<file path="src/rtl/hps_reset_pulser_if.sv">
`default_nettype none
// ============================================================================
//  Module      : hps_reset_pulser_if
//  Description : Request/pulse bundle for hps_reset_pulser. It carries the
//                asynchronous level requests in and the registered reset
//                request pulses and busy flags out.
//                Optional status signals exist only when
//                HPS_RESET_PULSER_STATUS_EN is defined.
//  Signals     : req_in     [NUM_CH]   level requests, asynchronous to clk
//                pulse_out  [NUM_CH]   active-high reset request pulses
//                busy       [NUM_CH]   channel in PULSE or HOLDOFF
//                any_busy              OR of busy
//                status_clr            (status build) clear sticky/pulse_cnt
//                sticky     [NUM_CH]   (status build) channel has pulsed
//                pulse_cnt  [NUM_CH*8] (status build) saturating pulse counts
//  Modports    : master = request source, slave = hps_reset_pulser
//  Revision    : 1.0  initial release
// ============================================================================
interface hps_reset_pulser_if #(
    parameter int NUM_CH = 3
);
    logic [NUM_CH-1:0]   req_in;
    logic [NUM_CH-1:0]   pulse_out;
    logic [NUM_CH-1:0]   busy;
    logic                any_busy;

`ifdef HPS_RESET_PULSER_STATUS_EN
    logic                status_clr;
    logic [NUM_CH-1:0]   sticky;
    logic [NUM_CH*8-1:0] pulse_cnt;

    modport master (
        output req_in, status_clr,
        input  pulse_out, busy, any_busy, sticky, pulse_cnt
    );
    modport slave (
        input  req_in, status_clr,
        output pulse_out, busy, any_busy, sticky, pulse_cnt
    );
`else
    modport master (
        output req_in,
        input  pulse_out, busy, any_busy
    );
    modport slave (
        input  req_in,
        output pulse_out, busy, any_busy
    );
`endif
endinterface
`default_nettype wire

</file>
<file path="src/rtl/hps_reset_pulser.sv">
`default_nettype none
// ============================================================================
//  Module      : hps_reset_pulser
//  Description : Multi-channel reset-request pulse generator. Each channel
//                synchronises a level request, detects a configurable edge
//                and emits a stretched active-high pulse followed by a
//                holdoff. Lower channel index has higher priority; a
//                pulsing channel forces all lower channels back to IDLE.
//  Ports       : clk        block clock
//                rst_n      asynchronous active-low reset
//                bus        hps_reset_pulser_if.slave (req_in, pulse_out,
//                           busy, any_busy [, status_clr, sticky, pulse_cnt])
//  Option      : HPS_RESET_PULSER_STATUS_EN adds sticky flags and 8-bit
//                saturating per-channel pulse counters.
//  Revision    : 1.0  initial release
// ============================================================================
module hps_reset_pulser #(
    parameter int                       NUM_CH        = 3,
    parameter int                       CNT_W         = 6,
    parameter int                       SYNC_STAGES   = 2,
    parameter logic [NUM_CH*CNT_W-1:0]  PULSE_LEN_VEC = {6'd32, 6'd2, 6'd6},
    parameter logic [2*NUM_CH-1:0]      EDGE_VEC      = {2'd0, 2'd0, 2'd0},
    parameter logic [NUM_CH-1:0]        RETRIG_VEC    = 3'b000,
    parameter int                       HOLDOFF       = 4
) (
    input  wire logic           clk,
    input  wire logic           rst_n,
    hps_reset_pulser_if.slave   bus
);

    // ------------------------------------------------------------------
    // Elaboration-time parameter checks
    // ------------------------------------------------------------------
    if (NUM_CH < 1 || NUM_CH > 8) begin : g_err_num_ch
        $error("hps_reset_pulser: NUM_CH must be 1..8");
    end
    if (SYNC_STAGES < 2 || SYNC_STAGES > 4) begin : g_err_sync
        $error("hps_reset_pulser: SYNC_STAGES must be 2..4");
    end
    if (HOLDOFF < 0 || HOLDOFF > ((1 << CNT_W) - 1)) begin : g_err_holdoff
        $error("hps_reset_pulser: HOLDOFF does not fit in CNT_W bits");
    end

    typedef enum logic [1:0] {
        S_IDLE  = 2'd0,
        S_PULSE = 2'd1,
        S_HOLD  = 2'd2
    } state_t;

    localparam logic [CNT_W-1:0] c_HOLDOFF = CNT_W'(HOLDOFF);
    localparam logic [2:0]       c_ARM     = 3'(SYNC_STAGES + 1);

    // A zero length field still yields a one-cycle pulse.
    function automatic logic [CNT_W-1:0] f_pulse_len(input int ch);
        logic [CNT_W-1:0] v;
        v = PULSE_LEN_VEC[ch*CNT_W +: CNT_W];
        if (v == '0) v = CNT_W'(1);
        return v;
    endfunction

    logic [NUM_CH-1:0] w_sync_out;
    logic [NUM_CH-1:0] w_det;
    logic [NUM_CH-1:0] r_prev;
    logic [NUM_CH-1:0] r_edge;
    logic [2:0]        r_arm_cnt;
    logic              w_armed;

    // ------------------------------------------------------------------
    // Per-channel synchroniser and edge qualification
    // ------------------------------------------------------------------
    for (genvar i = 0; i < NUM_CH; i++) begin : g_ch
        localparam logic [1:0] c_EDGE = EDGE_VEC[2*i +: 2];
        logic [SYNC_STAGES-1:0] r_sync;

        always_ff @(posedge clk or negedge rst_n) begin
            if (!rst_n) r_sync <= '0;
            else        r_sync <= {r_sync[SYNC_STAGES-2:0], bus.req_in[i]};
        end

        assign w_sync_out[i] = r_sync[SYNC_STAGES-1];

        // 0 rising, 1 falling, 2 both, 3 channel disabled
        assign w_det[i] = (c_EDGE == 2'd0) ? ( w_sync_out[i] & ~r_prev[i]) :
                          (c_EDGE == 2'd1) ? (~w_sync_out[i] &  r_prev[i]) :
                          (c_EDGE == 2'd2) ? ( w_sync_out[i] ^  r_prev[i]) :
                                             1'b0;
    end

    // The previous-value register clears to 0 on reset, so a request that is
    // already high at release would look like an edge. The arm counter masks
    // detection until the synchroniser and delayed copy hold real samples.
    assign w_armed = (r_arm_cnt == c_ARM);

    always_ff @(posedge clk or negedge rst_n) begin
        if (!rst_n) begin
            r_arm_cnt <= '0;
            r_prev    <= '0;
            r_edge    <= '0;
        end else begin
            if (!w_armed) r_arm_cnt <= r_arm_cnt + 3'd1;
            r_prev <= w_sync_out;
            r_edge <= w_det & {NUM_CH{w_armed}};
        end
    end

    // ------------------------------------------------------------------
    // Channel FSMs: next-state in priority order, so a channel entering
    // PULSE cuts every lower channel on the same clock edge.
    // ------------------------------------------------------------------
    state_t            r_state     [NUM_CH];
    state_t            w_state_nxt [NUM_CH];
    logic [CNT_W-1:0]  r_cnt       [NUM_CH];
    logic [CNT_W-1:0]  w_cnt_nxt   [NUM_CH];
    logic [NUM_CH-1:0] w_enter;
    logic [NUM_CH-1:0] w_pulse_nxt;
    logic [NUM_CH-1:0] w_busy_nxt;
    logic              w_hi_pulse;
    logic [NUM_CH-1:0] r_pulse;
    logic [NUM_CH-1:0] r_busy;
    logic              r_any_busy;

    always_comb begin
        w_hi_pulse  = 1'b0;
        w_enter     = '0;
        w_pulse_nxt = '0;
        w_busy_nxt  = '0;
        for (int i = 0; i < NUM_CH; i++) begin
            w_state_nxt[i] = r_state[i];
            w_cnt_nxt[i]   = r_cnt[i];
            if (w_hi_pulse) begin
                w_state_nxt[i] = S_IDLE;
                w_cnt_nxt[i]   = '0;
            end else begin
                case (r_state[i])
                    S_IDLE: begin
                        if (r_edge[i]) begin
                            w_state_nxt[i] = S_PULSE;
                            w_cnt_nxt[i]   = f_pulse_len(i);
                            w_enter[i]     = 1'b1;
                        end
                    end
                    S_PULSE: begin
                        if (r_edge[i] && RETRIG_VEC[i]) begin
                            w_cnt_nxt[i] = f_pulse_len(i);
                        end else if (r_cnt[i] <= CNT_W'(1)) begin
                            if (HOLDOFF == 0) begin
                                w_state_nxt[i] = S_IDLE;
                                w_cnt_nxt[i]   = '0;
                            end else begin
                                w_state_nxt[i] = S_HOLD;
                                w_cnt_nxt[i]   = c_HOLDOFF;
                            end
                        end else begin
                            w_cnt_nxt[i] = r_cnt[i] - CNT_W'(1);
                        end
                    end
                    S_HOLD: begin
                        if (r_cnt[i] <= CNT_W'(1)) begin
                            w_state_nxt[i] = S_IDLE;
                            w_cnt_nxt[i]   = '0;
                        end else begin
                            w_cnt_nxt[i] = r_cnt[i] - CNT_W'(1);
                        end
                    end
                    default: begin
                        w_state_nxt[i] = S_IDLE;
                        w_cnt_nxt[i]   = '0;
                    end
                endcase
            end
            w_hi_pulse     = w_hi_pulse | (w_state_nxt[i] == S_PULSE);
            w_pulse_nxt[i] = (w_state_nxt[i] == S_PULSE);
            w_busy_nxt[i]  = (w_state_nxt[i] != S_IDLE);
        end
    end

    always_ff @(posedge clk or negedge rst_n) begin
        if (!rst_n) begin
            for (int i = 0; i < NUM_CH; i++) begin
                r_state[i] <= S_IDLE;
                r_cnt[i]   <= '0;
            end
            r_pulse    <= '0;
            r_busy     <= '0;
            r_any_busy <= 1'b0;
        end else begin
            for (int i = 0; i < NUM_CH; i++) begin
                r_state[i] <= w_state_nxt[i];
                r_cnt[i]   <= w_cnt_nxt[i];
            end
            r_pulse    <= w_pulse_nxt;
            r_busy     <= w_busy_nxt;
            r_any_busy <= |w_busy_nxt;
        end
    end

    assign bus.pulse_out = r_pulse;
    assign bus.busy      = r_busy;
    assign bus.any_busy  = r_any_busy;

`ifdef HPS_RESET_PULSER_STATUS_EN
    // ------------------------------------------------------------------
    // Status: only IDLE->PULSE counts as an issued pulse (a retrigger
    // reload does not). A set on the same edge as a clear wins.
    // ------------------------------------------------------------------
    logic [NUM_CH-1:0]   r_sticky;
    logic [NUM_CH*8-1:0] r_pulse_cnt;

    always_ff @(posedge clk or negedge rst_n) begin
        if (!rst_n) begin
            r_sticky    <= '0;
            r_pulse_cnt <= '0;
        end else begin
            for (int i = 0; i < NUM_CH; i++) begin
                if (w_enter[i]) begin
                    r_sticky[i] <= 1'b1;
                    if (bus.status_clr)
                        r_pulse_cnt[i*8 +: 8] <= 8'd1;
                    else if (r_pulse_cnt[i*8 +: 8] != 8'hFF)
                        r_pulse_cnt[i*8 +: 8] <= r_pulse_cnt[i*8 +: 8] + 8'd1;
                end else if (bus.status_clr) begin
                    r_sticky[i]           <= 1'b0;
                    r_pulse_cnt[i*8 +: 8] <= 8'd0;
                end
            end
        end
    end

    assign bus.sticky    = r_sticky;
    assign bus.pulse_cnt = r_pulse_cnt;
`endif

endmodule
`default_nettype wire
</file>
<file path="src/flat_wrapper.sv">
// flat-port wrapper written by rule: the top's interface ports become plain ports
module hps_reset_pulser_flat 
#(
    parameter int                       NUM_CH        = 3,
    parameter int                       CNT_W         = 6,
    parameter int                       SYNC_STAGES   = 2,
    parameter logic [NUM_CH*CNT_W-1:0]  PULSE_LEN_VEC = {6'd32, 6'd2, 6'd6},
    parameter logic [2*NUM_CH-1:0]      EDGE_VEC      = {2'd0, 2'd0, 2'd0},
    parameter logic [NUM_CH-1:0]        RETRIG_VEC    = 3'b000,
    parameter int                       HOLDOFF       = 4
)
  (clk, rst_n, bus_req_in, bus_pulse_out, bus_busy, bus_any_busy);
  hps_reset_pulser_if #(.NUM_CH(NUM_CH)) bus_i ();
  input  wire logic clk;
  input  wire logic rst_n;
  input wire logic [$bits(bus_i.req_in)-1:0] bus_req_in;
  output wire logic [$bits(bus_i.pulse_out)-1:0] bus_pulse_out;
  output wire logic [$bits(bus_i.busy)-1:0] bus_busy;
  output wire logic [$bits(bus_i.any_busy)-1:0] bus_any_busy;
  assign bus_i.req_in = bus_req_in;
  assign bus_pulse_out = bus_i.pulse_out;
  assign bus_busy = bus_i.busy;
  assign bus_any_busy = bus_i.any_busy;
  hps_reset_pulser #(.NUM_CH(NUM_CH), .CNT_W(CNT_W), .SYNC_STAGES(SYNC_STAGES), .PULSE_LEN_VEC(PULSE_LEN_VEC), .EDGE_VEC(EDGE_VEC), .RETRIG_VEC(RETRIG_VEC), .HOLDOFF(HOLDOFF)) u_core (.clk(clk), .rst_n(rst_n), .bus(bus_i));
endmodule
</file>
<file path="config.mk">
export PLATFORM = sky130hd
export DESIGN_NAME = hps_reset_pulser_flat
export DESIGN_NICKNAME = d
export VERILOG_FILES = /design/src/rtl/hps_reset_pulser_if.sv /design/src/rtl/hps_reset_pulser.sv /design/src/flat_wrapper.sv
export SDC_FILE = /design/constraint.sdc
export NUM_CORES = 1
export LEC_CHECK = 0
export BUFFER_PORTS_ARGS = -buffer_cell sky130_fd_sc_hd__buf_2
export CELL_PAD_IN_SITES_DETAIL_PLACEMENT = 0
export CELL_PAD_IN_SITES_GLOBAL_PLACEMENT = 2
export CORE_MARGIN = 3
export CORE_UTILIZATION = 43
export DETAILED_ROUTE_END_ITERATION = 7
export GPL_ROUTABILITY_DRIVEN = 0
export HOLD_SLACK_MARGIN = 0.12
export PLACE_DENSITY = 0.87
export RECOVER_POWER = 100
export SYNTH_ARGS = -nofsm -noshare
export SYNTH_HDL_FRONTEND = slang
export SYNTH_SLANG_ARGS = --single-unit
</file>
<file path="constraint.sdc">
create_clock -name clk -period 5.1 [get_ports clk]
set_clock_uncertainty 0.15 [all_clocks]
set_input_delay 0.255 -clock clk [delete_from_list [all_inputs] [get_ports clk]]
set_output_delay 0.255 -clock clk [all_outputs]
set_load 0.02 [all_outputs]
</file>
==> impl_metrics.tcl, run 1 <==
set metrics [dict create \
    status "complete, but fails checks" \
    violations "max-capacitance violations, max-slew violations" \
    drt-initial-drc-count 69 \
    synth-seq-cells 46 \
    holdBufCountCts 4 \
    internal-power_uw 817 \
    power_mw 1.39 \
    synth_area_leaders "dfrtp_1 52%, ha_1 4.5%, nor2_1 3.7%, a21oi_1 3.2%, o21ai_0 2.7%" \
    switching_share_pct 41.2 \
    fin_crit_ns 2.91 \
    cts.htree.levels 2 \
    max-vdd-ir-drop_v 0.000218 \
    powerDensity_nw_per_um2 578 \
    initial_core_util_pct 45.8 \
    rsz0062_at_grt "no" \
    dr.pass1.iters 4 \
    max_cap_viol_count 1 \
    antenna_found_initial 0 \
    hpwl_um 2790 \
    synth_edf_count 0 \
    yosys.area.top_type "dfrtp_1" \
    netlist_area_sq_um 2220 \
    hold_depth 0 \
    routed_via_density 5.39 \
    setup_viol 0 \
    synth.most_common_cell "dfrtp_1" \
    fin_nets 235 \
    placed_cells 278 \
    final_area_sq_um 2400 \
    cts.sinks 46 \
    hold_class "register to register" \
    synth_common_cells "46 x dfrtp_1, 22 x nor2_1, 14 x a21oi_1" \
    die_w_um 77.9 \
    slew_violations 47 \
    dr_total_vias 1563 \
    tritoncts "yes" \
    cp_data_required_time_ns 5.10 \
    clock_path_buffers 2 \
    dpl-instance-area_sq_um 2320 \
    hold_viol 0 \
    grtUsageTotal_pct 14.4 \
    clk_latency_ns 0.29 \
    tns_ns 0 \
    route.detailed.drc 0 \
    syn_avg_cell_area_sq_um 10.7 \
    syn_inst 208 \
    pwr-share-seq_pct 40.0 \
    fin_cells 290 \
    numPortBuffers 11 \
    pwr-share-clk_pct 16.0 \
    yosysTopAreaCellShare_pct 51.8 \
    final_util_pct 49.6 \
    synth.distinct_cells 46 \
    crit_path_start_kind "register" \
    async_reset_ff_share_pct 100 \
    end_kind "register" \
    synthFlopType "dfrtp_1" \
    critPathMaxFanout 11 \
    grt-ovfl-total 0 \
    dieArea_sq_um 6070 \
    slew_headroom_pct -56.6 \
    whs_endpoint "u_core.g_ch[0].r_sync[1]$_DFF_PN0_" \
    syn_nets 221 \
    ys_seq_area_share_pct 51.8 \
    rrSetupSlack_ns 2.19 \
    tightestPinTransition_ns 2.35 \
    grt_first_pass_wirelength_um 7010 \
    ctsRootBufferMaster "clkbuf_8" \
    ff2ff_path_depth 6 \
    area_growth_pct 8.22 \
    ios 12 \
    core.rowCount 25 \
    path_class "register to register" \
    ant_nets 0 \
    period_share_pct 57.0 \
    rr_endpoint "u_core.bus.any_busy$_DFF_PN0_" \
    fp.dieH_um 77.9 \
    grt_pass1_vias 1561 \
    cts.repair.resized 0 \
    switchingPower_uw 572 \
    reg2reg_from "u_core.r_cnt[12]$_DFFE_PN0P_" \
    leakage_nw 1.04 \
    detail_route.wl_per_cell_um 13.5 \
    combinationalPowerShare_pct 44.1 \
    min_from "u_core.g_ch[0].r_sync[0]$_DFF_PN0_" \
    grt_max_degree 47 \
    cts_setup_buffers 0 \
    wl_um 3920 \
    coreArea_sq_um 4850 \
    drive_above_1_share_pct 8.07 \
    worstPathArrival_ns 2.91 \
    numCtsBuffers 5 \
    fillerInstances 461 \
    cts.clk_slew.worst_paths_ns 0.08 \
    fmax_ghz 0.344 \
    ys_warn_count 0 \
    antenna_cells 0 \
]
worst max-delay path by stage:
stage / start / to / slack, ns / cells after the start
2_1_floorplan: u_core.r_cnt[12]$_DFFE_PN0P_ / u_core.bus.any_busy$_DFF_PN0_ / 3.05 / 7
3_3_place_gp: u_core.r_cnt[12]$_DFFE_PN0P_ / u_core.bus.any_busy$_DFF_PN0_ / 2.73 / 6
3_5_place_dp: u_core.r_cnt[12]$_DFFE_PN0P_ / u_core.bus.any_busy$_DFF_PN0_ / 2.61 / 6
4_1_cts: u_core.r_cnt[12]$_DFFE_PN0P_ / u_core.bus.any_busy$_DFF_PN0_ / 2.60 / 6
5_1_grt: rst_n / u_core.r_prev[2]$_DFF_PN0_ / 1.84 / 2
6_report: u_core.r_cnt[12]$_DFFE_PN0P_ / u_core.bus.any_busy$_DFF_PN0_ / 2.19 / 6
layout make-up:
type | instances | area [sq um] | area share, %
clock buffers | 7 | 86.3 | 3.59
flip-flops and latches | 46 | 1150 | 47.9
well taps | 67 | 83.8 | 3.49
multi-input cells | 141 | 945 | 39.3
clock inverters | 1 | 5.00 | 0.208
repair buffers | 15 | 85.1 | 3.54
inverters | 13 | 48.8 | 2.03
per-stage QoR:
step / worst slack, ns / hold slack (ns)
finish: 2.19 / 0.211
global route: 1.84 / 0.221
CTS: 2.60 / 0.213
detailed placement: 2.61 / 0.188
global placement: 2.73 / 0.185
floorplan: 3.05 / -0.191
per-layer routing:
layer  GRT usage (%)  routed length [um]  vias to the layer above
met5               0                   0                        -
met4            4.98                  55                        0
met3            3.60                 122                        5
met2            22.8                1850                       21
met1            19.2                1890                      774
li1                -                   -                      763
power by group through the flow:
stage	logic [mW]	clock network (mW)	registers, mW
after floorplan	0.546	0	0.539
after global placement	0.638	0	0.564
after detailed placement	0.649	0	0.569
after CTS	0.655	0.231	0.562
after global routing	0.684	0.243	0.574
final	0.612	0.222	0.555
critical path: stages (launching register included):
cell	delay (ns)
dfrtp_1	0.38
inv_1	0.08
ha_1	0.26
o21ba_1	0.26
a311oi_1	0.99
a221o_1	0.50
o211ai_1	0.15
layout by cell type (no fill, tap or decap), types with 4 or more instances in the layout:
cell           instances
dfrtp_1               46
nor2_1                22
a21oi_1               14
inv_1                 13
o21ai_0               12
nand2_1                9
clkbuf_1               9
ha_1                   8
xnor2_1                6
nor3_1                 6
clkbuf_8               6
nand3_1                4
dlygate4sd3_1          4
registers in the layout (all words and copies together), names as in the netlist:
register	cells
u_core.r_cnt	18
u_core.g_ch.r_sync	6
u_core.r_state	6
u_core.bus.busy	3
u_core.bus.pulse_out	3
u_core.r_arm_cnt	3
u_core.r_edge	3
u_core.r_prev	3
u_core.bus.any_busy	1
kinds of logic (layout without fill, tap and decap cells):
| family | count (synthesis) | after routing | share of synthesized area [%] |
|---|---|---|---|
| AO/OA/AOI/OAI | 56 | 56 | 18.9 |
| buffers and inverters | 21 | 36 | 4.00 |
| adder cells (fa/ha/maj) | 8 | 8 | 4.50 |
| XOR/XNOR | 9 | 9 | 3.55 |
| flip-flops | 46 | 46 | 51.8 |
| multiplexers | 5 | 5 | 2.36 |
| AND/OR/NAND/NOR | 63 | 63 | 14.9 |
(Power assumes the default switching activity.)
==> run 2, diff against run 1 <==
--- a/config.mk
+++ b/config.mk
@@ -9,11 +9,11 @@
 export CELL_PAD_IN_SITES_DETAIL_PLACEMENT = 0
 export CELL_PAD_IN_SITES_GLOBAL_PLACEMENT = 2
 export CORE_MARGIN = 3
-export CORE_UTILIZATION = 43
+export CORE_UTILIZATION = 40
 export DETAILED_ROUTE_END_ITERATION = 7
 export GPL_ROUTABILITY_DRIVEN = 0
 export HOLD_SLACK_MARGIN = 0.12
-export PLACE_DENSITY = 0.87
+export PLACE_DENSITY = 0.82
 export RECOVER_POWER = 100
 export SYNTH_ARGS = -nofsm -noshare
 export SYNTH_HDL_FRONTEND = slang
==> constraint.sdc (replaced) <==
create_clock -name clk -period 2.79 [get_ports clk]
set_clock_uncertainty 0.15 [all_clocks]
set_input_delay 0.1395 -clock clk [delete_from_list [all_inputs] [get_ports clk]]
set_output_delay 0.1395 -clock clk [all_outputs]
set_load 0.02 [all_outputs]
==> run 2 against run 1 <==
Effect of this change: the flow now finishes without violations; first-iteration DRC count rose by 62%; non-clock buffer count up 1; die area is 6.9% higher; combinational power is 83% higher; final cell count is 1.4% higher; sequential share of layout area decreased by 0.30 points; count of clock-buffer cells in the layout shrank 2; fmax rose by 20%; worst setup slack got worse by 1.8 ns; routed wire length up 2.0%; register-to-register slack worse by 1.8 ns; critical endpoint is now u_core.bus.pulse_out[2]$_DFF_PN0_.
==> impl_metrics.tcl, run 2 (same netlist as run 1, synthesis figures left out) <==
set metrics [dict create \
    status "finished clean" \
    max_cap_viol_count 0 \
    rsz0062_at_grt "no" \
    fp.dieH_um 80.5 \
    clk_latency_ns 0.31 \
    grtUsageTotal_pct 13.7 \
    grt_first_pass_wirelength_um 6750 \
    die_w_um 80.5 \
    initial_core_util_pct 42.4 \
    powerDensity_nw_per_um2 1070 \
    reg2reg_from "u_core.r_cnt[12]$_DFFE_PN0P_" \
    fmax_ghz 0.412 \
    route.detailed.drc 0 \
    fin_cells 294 \
    slew_headroom_pct 25.8 \
    placed_cells 282 \
    final_util_pct 46.2 \
    grt-ovfl-total 0 \
    hold_viol 0 \
    layout_common_cells "46 x dfrtp_1, 22 x nor2_1, 14 x a21oi_1" \
    cts.htree.levels 2 \
    ant_nets 0 \
    setup_viol 0 \
    cts_setup_buffers 0 \
    leakage_nw 1.04 \
    fin_nets 236 \
    core.rowCount 26 \
    ff2ff_path_depth 6 \
    ctsRootBufferMaster "clkbuf_8" \
    cts.clk_slew.worst_paths_ns 0.10 \
    routed_via_density 5.24 \
    ios 12 \
    critPathMaxFanout 11 \
    whs_endpoint "u_core.g_ch[1].r_sync[1]$_DFF_PN0_" \
    cp_data_required_time_ns 2.79 \
    regMostFlops "u_core.r_cnt" \
    end_kind "register" \
    dieArea_sq_um 6490 \
    tritoncts "yes" \
    cpPeakStageDelay_ns 0.51 \
    dr.pass1.iters 4 \
    cts.repair.resized 0 \
    min_from "u_core.g_ch[1].r_sync[0]$_DFF_PN0_" \
    period_share_pct 87.0 \
    largest_reg_flops 18 \
    area_growth_pct 8.90 \
    wl_um 3990 \
    antenna_found_initial 0 \
    numPortBuffers 11 \
    fin_crit_ns 2.43 \
    dr_total_vias 1540 \
    max-vdd-ir-drop_v 0.000524 \
    drive_above_1_share_pct 8.93 \
    slowest_stage "a2111oi_0" \
    tns_ns 0 \
    hold_class "register to register" \
    drt-initial-drc-count 112 \
    antenna_cells 0 \
    coreArea_sq_um 5240 \
    hold_depth 0 \
    worstPathArrival_ns 2.43 \
    crit_path_start_kind "register" \
    path_cells "inv_1 -> ha_1 -> o21ba_1 -> a311oi_1 -> a221o_1 -> a2111oi_0" \
    grt_pass1_vias 1480 \
    grt_max_degree 47 \
    path_class "register to register" \
    hpwl_um 2760 \
    critPathLaunch "u_core.r_cnt[12]$_DFFE_PN0P_" \
    clock_path_buffers 2 \
    rrSetupSlack_ns 0.36 \
    biggestRegsByFlops "u_core.r_cnt: 18 flops, u_core.g_ch.r_sync: 6 flops, u_core.r_state: 6 flops" \
    detail_route.wl_per_cell_um 13.6 \
    final_common_cell "dfrtp_1" \
    numCtsBuffers 5 \
    rr_endpoint "u_core.bus.pulse_out[2]$_DFF_PN0_" \
    cts.sinks 46 \
    slew_violations 0 \
    tightestPinTransition_ns 1.11 \
]
[run 2: worst max path at each step]
stage	end	depth (start not counted)
2_1_floorplan	u_core.bus.any_busy$_DFF_PN0_	7
3_3_place_gp	u_core.bus.pulse_out[2]$_DFF_PN0_	6
3_5_place_dp	u_core.bus.pulse_out[2]$_DFF_PN0_	6
4_1_cts	u_core.bus.pulse_out[2]$_DFF_PN0_	6
5_1_grt	u_core.bus.pulse_out[2]$_DFF_PN0_	6
6_report	u_core.bus.pulse_out[2]$_DFF_PN0_	6
[run 2: per-stage QoR]
step	total power [mW]	area (sq um)	hold WS, ns	worst slack, ns
global route	2.80	2420	0.217	0.196
floorplan	1.98	2220	-0.306	0.744
CTS	2.70	2470	0.208	0.433
finish	2.58	2420	0.208	0.362
detailed placement	2.24	2330	0.100	0.465
global placement	2.21	2330	0.0982	0.629
[run 2: cell type report]
class	instances	area (sq um)
fillers	495	2820
flip-flops and latches	46	1150
multi-input cells	141	945
repair buffers	16	90.1
well taps	70	87.6
clock buffers	5	68.8
inverters	13	48.8
clock inverters	3	28.8
[run 2: power breakdown]
| part | internal (mW) | switching (mW) |
|---|---|---|
| Clock | 0.188 | 0.254 |
| Combinational | 0.464 | 0.655 |
| Sequential | 0.831 | 0.187 |
| Total | 1.48 | 1.10 |
[run 2: what timing repair did]
item,CTS,global route
hold buffers,4,0
hold endpoints to repair,49,0
setup endpoints to repair,0,0
[run 2: metal layers]
layer	vias to the layer above	GRT usage [%]	share of wire, %
met5	-	0	0
met3	7	3.70	4.4
met2	34	21.3	45
met4	0	6.08	1.8
li1	763	-	-
met1	736	17.8	49
[run 2: critical path: cells and delay by family (launching register included)]
kind / cells / cell delay, ns
DFF: 1 / 0.42
buffers and inverters: 1 / 0.11
adders and majority gates: 1 / 0.25
AOI/OAI and AO/OA: 4 / 1.34
